===== config.mk =====
export PLATFORM = sky130hd
export DESIGN_NAME = load_store_unit
export DESIGN_NICKNAME = d
export VERILOG_FILES = /design/src/rtl/load_store_unit.sv
export SDC_FILE = /design/constraint.sdc
export NUM_CORES = 1
export LEC_CHECK = 0
export BUFFER_PORTS_ARGS = -buffer_cell sky130_fd_sc_hd__buf_2
export CAP_MARGIN = 20
export CORE_ASPECT_RATIO = 0.75
export CORE_MARGIN = 2
export CORE_UTILIZATION = 35
export CTS_BUF_LIST = sky130_fd_sc_hd__clkbuf_8
export DETAILED_ROUTE_END_ITERATION = 7
export HOLD_SLACK_MARGIN = 0.08
export SLEW_MARGIN = 25
export SYNTH_ARGS = -nofsm -noshare
export SYNTH_HDL_FRONTEND = slang
export SYNTH_SLANG_ARGS = --single-unit

===== constraint.sdc =====
create_clock -name clk -period 1.46 [get_ports clk]
set_input_delay 0.219 -clock clk [delete_from_list [all_inputs] [get_ports clk]]
set_output_delay 0.219 -clock clk [all_outputs]
set_load 0.01 [all_outputs]

===== src/rtl/load_store_unit.sv =====
// rtl/load_store_unit.sv - data-memory initiator: sign/zero-extended loads, word stores, RMW sub-word stores.
// Define LSU_SUBWORD_STORE_EN to enable SB/SH read-modify-write; otherwise SB/SH return an error.
module load_store_unit #(
  parameter int ADDR_W = 32
) (
  input  logic              clk,
  input  logic              rst_n,
  input  logic              req_valid,
  output logic              req_ready,
  input  logic              req_we,
  input  logic [2:0]        req_op,
  input  logic [ADDR_W-1:0] req_addr,
  input  logic [31:0]       req_wdata,
  output logic              resp_valid,
  output logic [31:0]       resp_rdata,
  output logic              resp_err,
  output logic [ADDR_W-1:0] mem_address,
  output logic [31:0]       mem_writeData,
  output logic              mem_memRead,
  output logic              mem_memWrite,
  input  logic [31:0]       mem_readData
);

  localparam logic [1:0] S_IDLE = 2'd0;
  localparam logic [1:0] S_RD   = 2'd1;
  localparam logic [1:0] S_WR   = 2'd2;
  localparam logic [1:0] S_RESP = 2'd3;

  logic [1:0]        state_q, state_d;
  logic [ADDR_W-1:0] addr_q, addr_d;
  logic [2:0]        op_q, op_d;
  logic              we_q, we_d;
  logic [31:0]       wdata_q, wdata_d;
  logic [31:0]       resp_rdata_q, resp_rdata_d;
  logic              resp_err_q, resp_err_d;

  logic        accept;
  logic        op_legal;
  logic        misaligned;
  logic        sub_store;
  logic        req_err;
  logic [4:0]  ld_lsb;
  logic [7:0]  ld_byte;
  logic [15:0] ld_half;
  logic [31:0] ld_ext;
  logic [31:0] wr_word;

  assign accept    = req_valid && (state_q == S_IDLE);
  assign sub_store = req_we && ((req_op == 3'b000) || (req_op == 3'b001));

  // Unsigned variants exist only for loads; 011 and 11x are never legal.
  always_comb begin
    op_legal = 1'b0;
    case (req_op)
      3'b000, 3'b001, 3'b010: op_legal = 1'b1;
      3'b100, 3'b101:         op_legal = !req_we;
      default:                op_legal = 1'b0;
    endcase
`ifndef LSU_SUBWORD_STORE_EN
    if (sub_store) op_legal = 1'b0;
`endif
  end

  assign misaligned = ((req_op[1:0] == 2'b01) && req_addr[0]) ||
                      ((req_op == 3'b010) && (req_addr[1:0] != 2'b00));
  assign req_err    = !op_legal || misaligned;

  always_comb begin
    ld_lsb  = {addr_q[1:0], 3'b000};
    ld_byte = mem_readData[ld_lsb +: 8];
    ld_half = addr_q[1] ? mem_readData[31:16] : mem_readData[15:0];
    case (op_q[1:0])
      2'b00:   ld_ext = {{24{ld_byte[7] & ~op_q[2]}}, ld_byte};
      2'b01:   ld_ext = {{16{ld_half[15] & ~op_q[2]}}, ld_half};
      default: ld_ext = mem_readData;
    endcase
  end

`ifdef LSU_SUBWORD_STORE_EN
  logic [31:0] rd_word_q, rd_word_d;
  logic [31:0] merged;

  // Replace only the addressed lane of the word captured during RD.
  always_comb begin
    merged = rd_word_q;
    if (op_q[0]) begin
      if (addr_q[1]) merged[31:16] = wdata_q[15:0];
      else           merged[15:0]  = wdata_q[15:0];
    end else begin
      merged[ld_lsb +: 8] = wdata_q[7:0];
    end
  end

  assign wr_word = op_q[1] ? wdata_q : merged;
`else
  assign wr_word = wdata_q;
`endif

  always_comb begin
    state_d      = state_q;
    addr_d       = addr_q;
    op_d         = op_q;
    we_d         = we_q;
    wdata_d      = wdata_q;
    resp_rdata_d = resp_rdata_q;
    resp_err_d   = resp_err_q;
`ifdef LSU_SUBWORD_STORE_EN
    rd_word_d    = rd_word_q;
`endif
    case (state_q)
      S_IDLE: begin
        if (accept) begin
          addr_d     = req_addr;
          op_d       = req_op;
          we_d       = req_we;
          wdata_d    = req_wdata;
          resp_err_d = req_err;
          if (req_err)        state_d = S_RESP;
          else if (!req_we)   state_d = S_RD;
          else if (sub_store) state_d = S_RD;
          else                state_d = S_WR;
        end
      end
      S_RD: begin
`ifdef LSU_SUBWORD_STORE_EN
        if (we_q) begin
          rd_word_d = mem_readData;
          state_d   = S_WR;
        end else begin
          resp_rdata_d = ld_ext;
          state_d      = S_RESP;
        end
`else
        resp_rdata_d = ld_ext;
        state_d      = S_RESP;
`endif
      end
      S_WR:    state_d = S_RESP;
      default: state_d = S_IDLE;
    endcase
  end

  always_ff @(posedge clk) begin
    if (!rst_n) begin
      state_q      <= S_IDLE;
      addr_q       <= '0;
      op_q         <= 3'b000;
      we_q         <= 1'b0;
      wdata_q      <= 32'h0;
      resp_rdata_q <= 32'h0;
      resp_err_q   <= 1'b0;
`ifdef LSU_SUBWORD_STORE_EN
      rd_word_q    <= 32'h0;
`endif
    end else begin
      state_q      <= state_d;
      addr_q       <= addr_d;
      op_q         <= op_d;
      we_q         <= we_d;
      wdata_q      <= wdata_d;
      resp_rdata_q <= resp_rdata_d;
      resp_err_q   <= resp_err_d;
`ifdef LSU_SUBWORD_STORE_EN
      rd_word_q    <= rd_word_d;
`endif
    end
  end

  // Memory side decodes only from state and registered fields.
  assign req_ready     = (state_q == S_IDLE);
  assign resp_valid    = (state_q == S_RESP);
  assign resp_rdata    = resp_rdata_q;
  assign resp_err      = resp_err_q;
  assign mem_memRead   = (state_q == S_RD);
  assign mem_memWrite  = (state_q == S_WR);
  assign mem_address   = (mem_memRead || mem_memWrite) ? {addr_q[ADDR_W-1:2], 2'b00} : '0;
  assign mem_writeData = mem_memWrite ? wr_word : 32'h0;

endmodule

* Word-level counts from Yosys, hierarchy flattened
Index checks and enable logic that the tools add are counted.
Storage, ports and cells: output and inout bits 101, input bits 103, flip-flop bits (word level) 102, logic and storage cells 49
Cells by class: bitwise logic cells 3, mux-type cells 11, shift operators 1, reductions and logical operators 18, eq/ne operators 10
Operators by type and width (number):
- $mux W32 | 2
- $pmux W32 S2 | 1
- $shiftx A32 B6 Y8 | 1
- $mux W16 | 1
- $mux W2 | 4
- $eq A2 B1 Y1 const B | 3
- $eq A3 B3 Y1 const B | 2
- $eq A2 B2 Y1 const B | 2
- $logic_and A1 B1 Y1 | 4
- $logic_not A2 Y1 | 2
- $logic_or A1 B1 Y1 | 4
- $pmux W2 S2 | 1
- $reduce_or A2 Y1 | 2
- $eq A3 B1 Y1 const B | 1
- $eq A3 B2 Y1 const B | 1
- $logic_not A3 Y1 | 1
- $reduce_or A3 Y1 | 1
- $and A1 B1 Y1 | 2
- $logic_not A1 Y1 | 2
- $ne A2 B1 Y1 const B | 1
- $pmux W1 S2 | 1
- $reduce_and A2 Y1 | 1
- $reduce_bool A2 Y1 | 1
- $mux W1 | 1
- $not A1 Y1 | 1

* Longest topological paths before layout
depth after elaboration 9, gate-level depth with buffers 8, mapped depth without buffers 6

* Worst setup path after synthesis
Ideal clock, no wire load.
kind reg-to-reg, from register state_q[1], to register resp_rdata_q[15], in the netlist resp_rdata[15], setup time 121 ps, clock period less this slack 1589 ps, required time 1339 ps, data arrival time 1468 ps, stages on the path, launching flop included 8, path slack -129 ps, buffers on the path 2, cell sequence dfxtp_1 -> inv_1 -> ha_1 -> clkbuf_1 -> clkbuf_1 -> o311ai_0 -> a31oi_1 -> a21oi_1
Between the ends: cells in the longest elaborated chain, start to end 1
Ends and longest elaborated chain:
- start, declared | line 29 | logic [1:0] state_q, state_d;
- start signal, assigned | line 156 | state_q <= state_d;
- $eq A2 B1 Y1
- via mem_memRead | line 19 | output logic mem_memRead,
- end signal, assigned | line 161 | resp_rdata_q <= resp_rdata_d;
- end, declared | line 34 | logic [31:0] resp_rdata_q, resp_rdata_d;
The timed path passes the listed nets, and every way through them passes these cells. A chain may end at the register's enable or synchronous reset.

* Worst setup path after layout
from register state_q[0], to output mem_address[29]
Between the ends: cells in the longest elaborated chain, start to end 3, elaborated cells between the ends (all ways) 4, those cells by class eq/ne (2); mux (1); reduce/logical (1)
Ends and longest elaborated chain:
- $eq A2 B1 Y1 or $eq A2 B2 Y1 (tied branches) | line 174, 175
- $logic_or A1 B1 Y1 * | line 176 | assign mem_address = (mem_memRead || mem_memWrite) ? {addr_q[ADDR_W-1:2], 2'b00} : '0;
- $mux W32 * | line 176
- end, declared | line 17 | output logic [ADDR_W-1:0] mem_address,
Mark *: on every way between the ends. The rest lies on a longest branch, timed or not.

==> key figures <==
Run status
  • Outcome: finished with violations
  • Failing checks: setup timing

Final layout
  • Share of layout cells above drive strength 1: 41.1%
  • Layout area overhead: 69.5%
  • Layout Utilization: 61.1%
  • Antenna diode count: 0
  • # nets final: 1013
  • Most frequent cells in the layout: nand2_1, buf_2, dfxtp_1
  • Most common cell after layout, fill and taps aside: nand2_1
  • Non-filler cells in the finished layout: 1085
  • Reg area: 2050 um^2
  • FILL cells: 1138
  • Multi-input gate area: 3070 um^2

Global route
  • Number of global-route vias before repair: 5163
  • All-layer global routing usage: 21.3%
  • GRT overflow: 0
  • Largest net degree at the start of global routing: 35
  • First-pass GRT wire length: 25600 um
  • Antenna violations before repair: 0

Detailed routing
  • Remaining antenna violation count after routing: 0
  • Detailed router's first-iteration violation count: 324
  • Final wirelength: 18200 um
  • Routed vias: 5545
  • Vias per cell: 5.11
  • Wire length per cell: 16.8 um
  • DRC violations left: 0
  • DR pass1 iterations: 5

Power and ir drop
  • Clock share of power: 13.9%
  • VDD IR max: 0.000651 V
  • Leak: 3.57 nW
  • Sequential share of power: 31.3%
  • Int Pwr: 8.00 mW
  • Net Switching: 4.68 mW
  • Power Density: 1500 nW/um^2
  • Logic pwr share: 54.8%
  • Power consumption: 12.7 mW
  • Switching Fraction: 36.9%

Worst setup path
  • Peak fanout along the critical path: 7
  • Reg2Reg Launch Point: state_q[0]
  • Critical path, cell by cell: inv_4, ha_4, clkbuf_16, and2_1, buf_2
  • Worst Path Required: 1.24 ns
  • Slowest stage delay, CP: 0.36 ns
  • Critical Path End Type: output pin
  • R2R setup slack: -0.09 ns
  • Crit path from: state_q[0]
  • Critical path startpoint category: flip-flop
  • Critical R2R Capture: state_q[0]
  • Slowest cell on crit path: dfxtp_2
  • WS Path Type: reg2out
  • Register-to-Register Path Depth: 7
  • Worst EP arrival: 1.57 ns

CTS
  • Clock tree from TritonCTS: yes
  • Clk_lat worst skew: 0.38 ns
  • Worst-path clk slew: 0.10 ns
  • Clk sinks: 102
  • CTS buffer count: 9
  • Root buffer cell: clkbuf_8
  • Clock Tree Buf Depth: 2
  • H-tree depth: 3

Synth
  • Syn Std Cell Area: 4970 um^2
  • FFs w/ async S/R, synth: 0%
  • Cells after Synth: 632
  • FF+latch count, synth: 102
  • Top FF cell, synth: dfxtp_1
  • Netlist cell types: 37
  • Seq/Total Area, Yosys: 41.1%
  • Number of synthesized flops with an enable pin: 0
  • Syn_area_per_cell: 7.86 um^2
  • Yosys warns: 0

Min path
  • Worst Hold Path EP: op_q[2]
  • Worst Hold Class: in2reg
  • HP Start: req_op[2]
  • WHS Path Cells: 3

Floorplanning
  • Die height: 107 um
  • Num rows: 37
  • Die Area: 15200 um^2
  • Num ports: 204
  • Chip width: 142 um
  • Core Box Area: 13800 um^2
  • Initial core utilization: 36.0%

Placement
  • Placed Cells: 978
  • Post-Place Setup Slack: -0.142 ns
  • Global placement routability congestion: 0.848
  • Port buffer count: 201
  • Final HPWL DP: 10500 um

STA
  • Achievable clock frequency: 558 MHz
  • Final hold viol count: 0
  • Post-route worst setup slack: -0.333 ns
  • Layout Skew: 0.00869 ns
  • Final period util: 123%
  • RSZ-0062 raised after global routing: true
  • WHS: 0.101 ns
  • Fin. max-slew vios: 0
  • Endpoints failing setup: 76
  • Tmin final: 1.79 ns

Flow run
  • Max Cap Viol: 0
==> area by class of cell <==
cell class                      count  share of cell area [%]
Sequential cell                   102                    24.4
Inverter                            4                   0.208
Tap cell                          175                    2.60
Multi-Input combinational cell    471                    36.5
Clock buffer                       10                    1.63
Timing Repair Buffer              318                    34.2
Clock inverter                      5                   0.535
==> metrics by stage <==
| stage | setup TNS [ns] | instance area (um^2) |
|---|---|---|
| 2_1_floorplan | -0.544 | 4980 |
| 3_3_place_gp | 0 | 6270 |
| 3_5_place_dp | -0.385 | 6270 |
| 4_1_cts | -17.21 | 7380 |
| 5_1_grt | -21.79 | 8430 |
| 6_report | -17.15 | 8430 |
==> sequential cells by signal, indices dropped and copies added, names as in the netlist <==
signal      count
op_q            3
addr_q         32
wdata_q        32
resp_err        1
state_q         2
resp_rdata     32
==> timing repair <==
action,4_1_cts,5_1_grt
hold endpoints to repair,62,0
setup endpoints to repair,82,103
pin swaps,9,67
gates cloned,4,14
hold buffers,62,0
setup buffers,4,10
gates resized for setup,44,166
==> power by group through the flow <==
stage               Combinational (mW)  Sequential (mW)  Clock, mW
finish                            6.94             3.97       1.77
global route                      7.41             4.05       1.93
CTS                               5.04             3.89       1.82
detailed placement                4.17             3.94          0
global placement                  4.07             3.91          0
floorplan                         2.35             4.01          0
==> logic make-up (layout without fill, tap and decap cells) <==
kind of cell,after synthesis,count (layout),synth area share (%)
compound gates,150,150,20.8
fa+ha+maj,4,4,1.01
buf+inv,60,337,5.09
flops,102,102,41.1
mux,19,19,3.85
other cells,1,2,0.0755
simple gates,296,296,28.1
==> synthesized netlist by cell type, drive strengths merged, types with 2 or more instances <==
master	count	share of area, %
nor2	14	1.1
a21oi	26	2.6
ha	4	1.0
o21ai	17	1.7
dfxtp	102	41
mux2i	18	3.6
and2	63	7.9
nor3b	7	1.1
inv	4	0.30
nor2b	3	0.38
nor3	2	0.20
a21boi	69	10
a31oi	8	1.0
buf	15	1.7
clkbuf	41	3.1
o211ai	16	2.4
nand2b	16	2.0
nand3	23	2.3
nand2	162	12
o32a	7	1.4
==> worst max path at each step <==
stage                           end  cells past startpoint
global placement      resp_rdata[1]                      4
detailed placement       state_q[0]                      6
floorplan               wdata_q[13]                      8
global route        mem_address[23]                      5
CTS                  mem_address[5]                      5
finish              mem_address[29]                      5
==> layer usage <==
metal	GRT usage, %	share of wire [%]
met1	26.7	40
met2	36.2	51
met3	5.18	6.8
met4	6.64	1.7
met5	0	0
==> worst max-delay path: cells and delay by family (launching register included) <==
family / cells / cell delay [ns]
adder cells (fa/ha/maj): 1 / 0.34
buffers and inverters: 3 / 0.35
flip-flops: 1 / 0.36
AND/OR/NAND/NOR: 1 / 0.13
(Power assumes the default switching activity.)
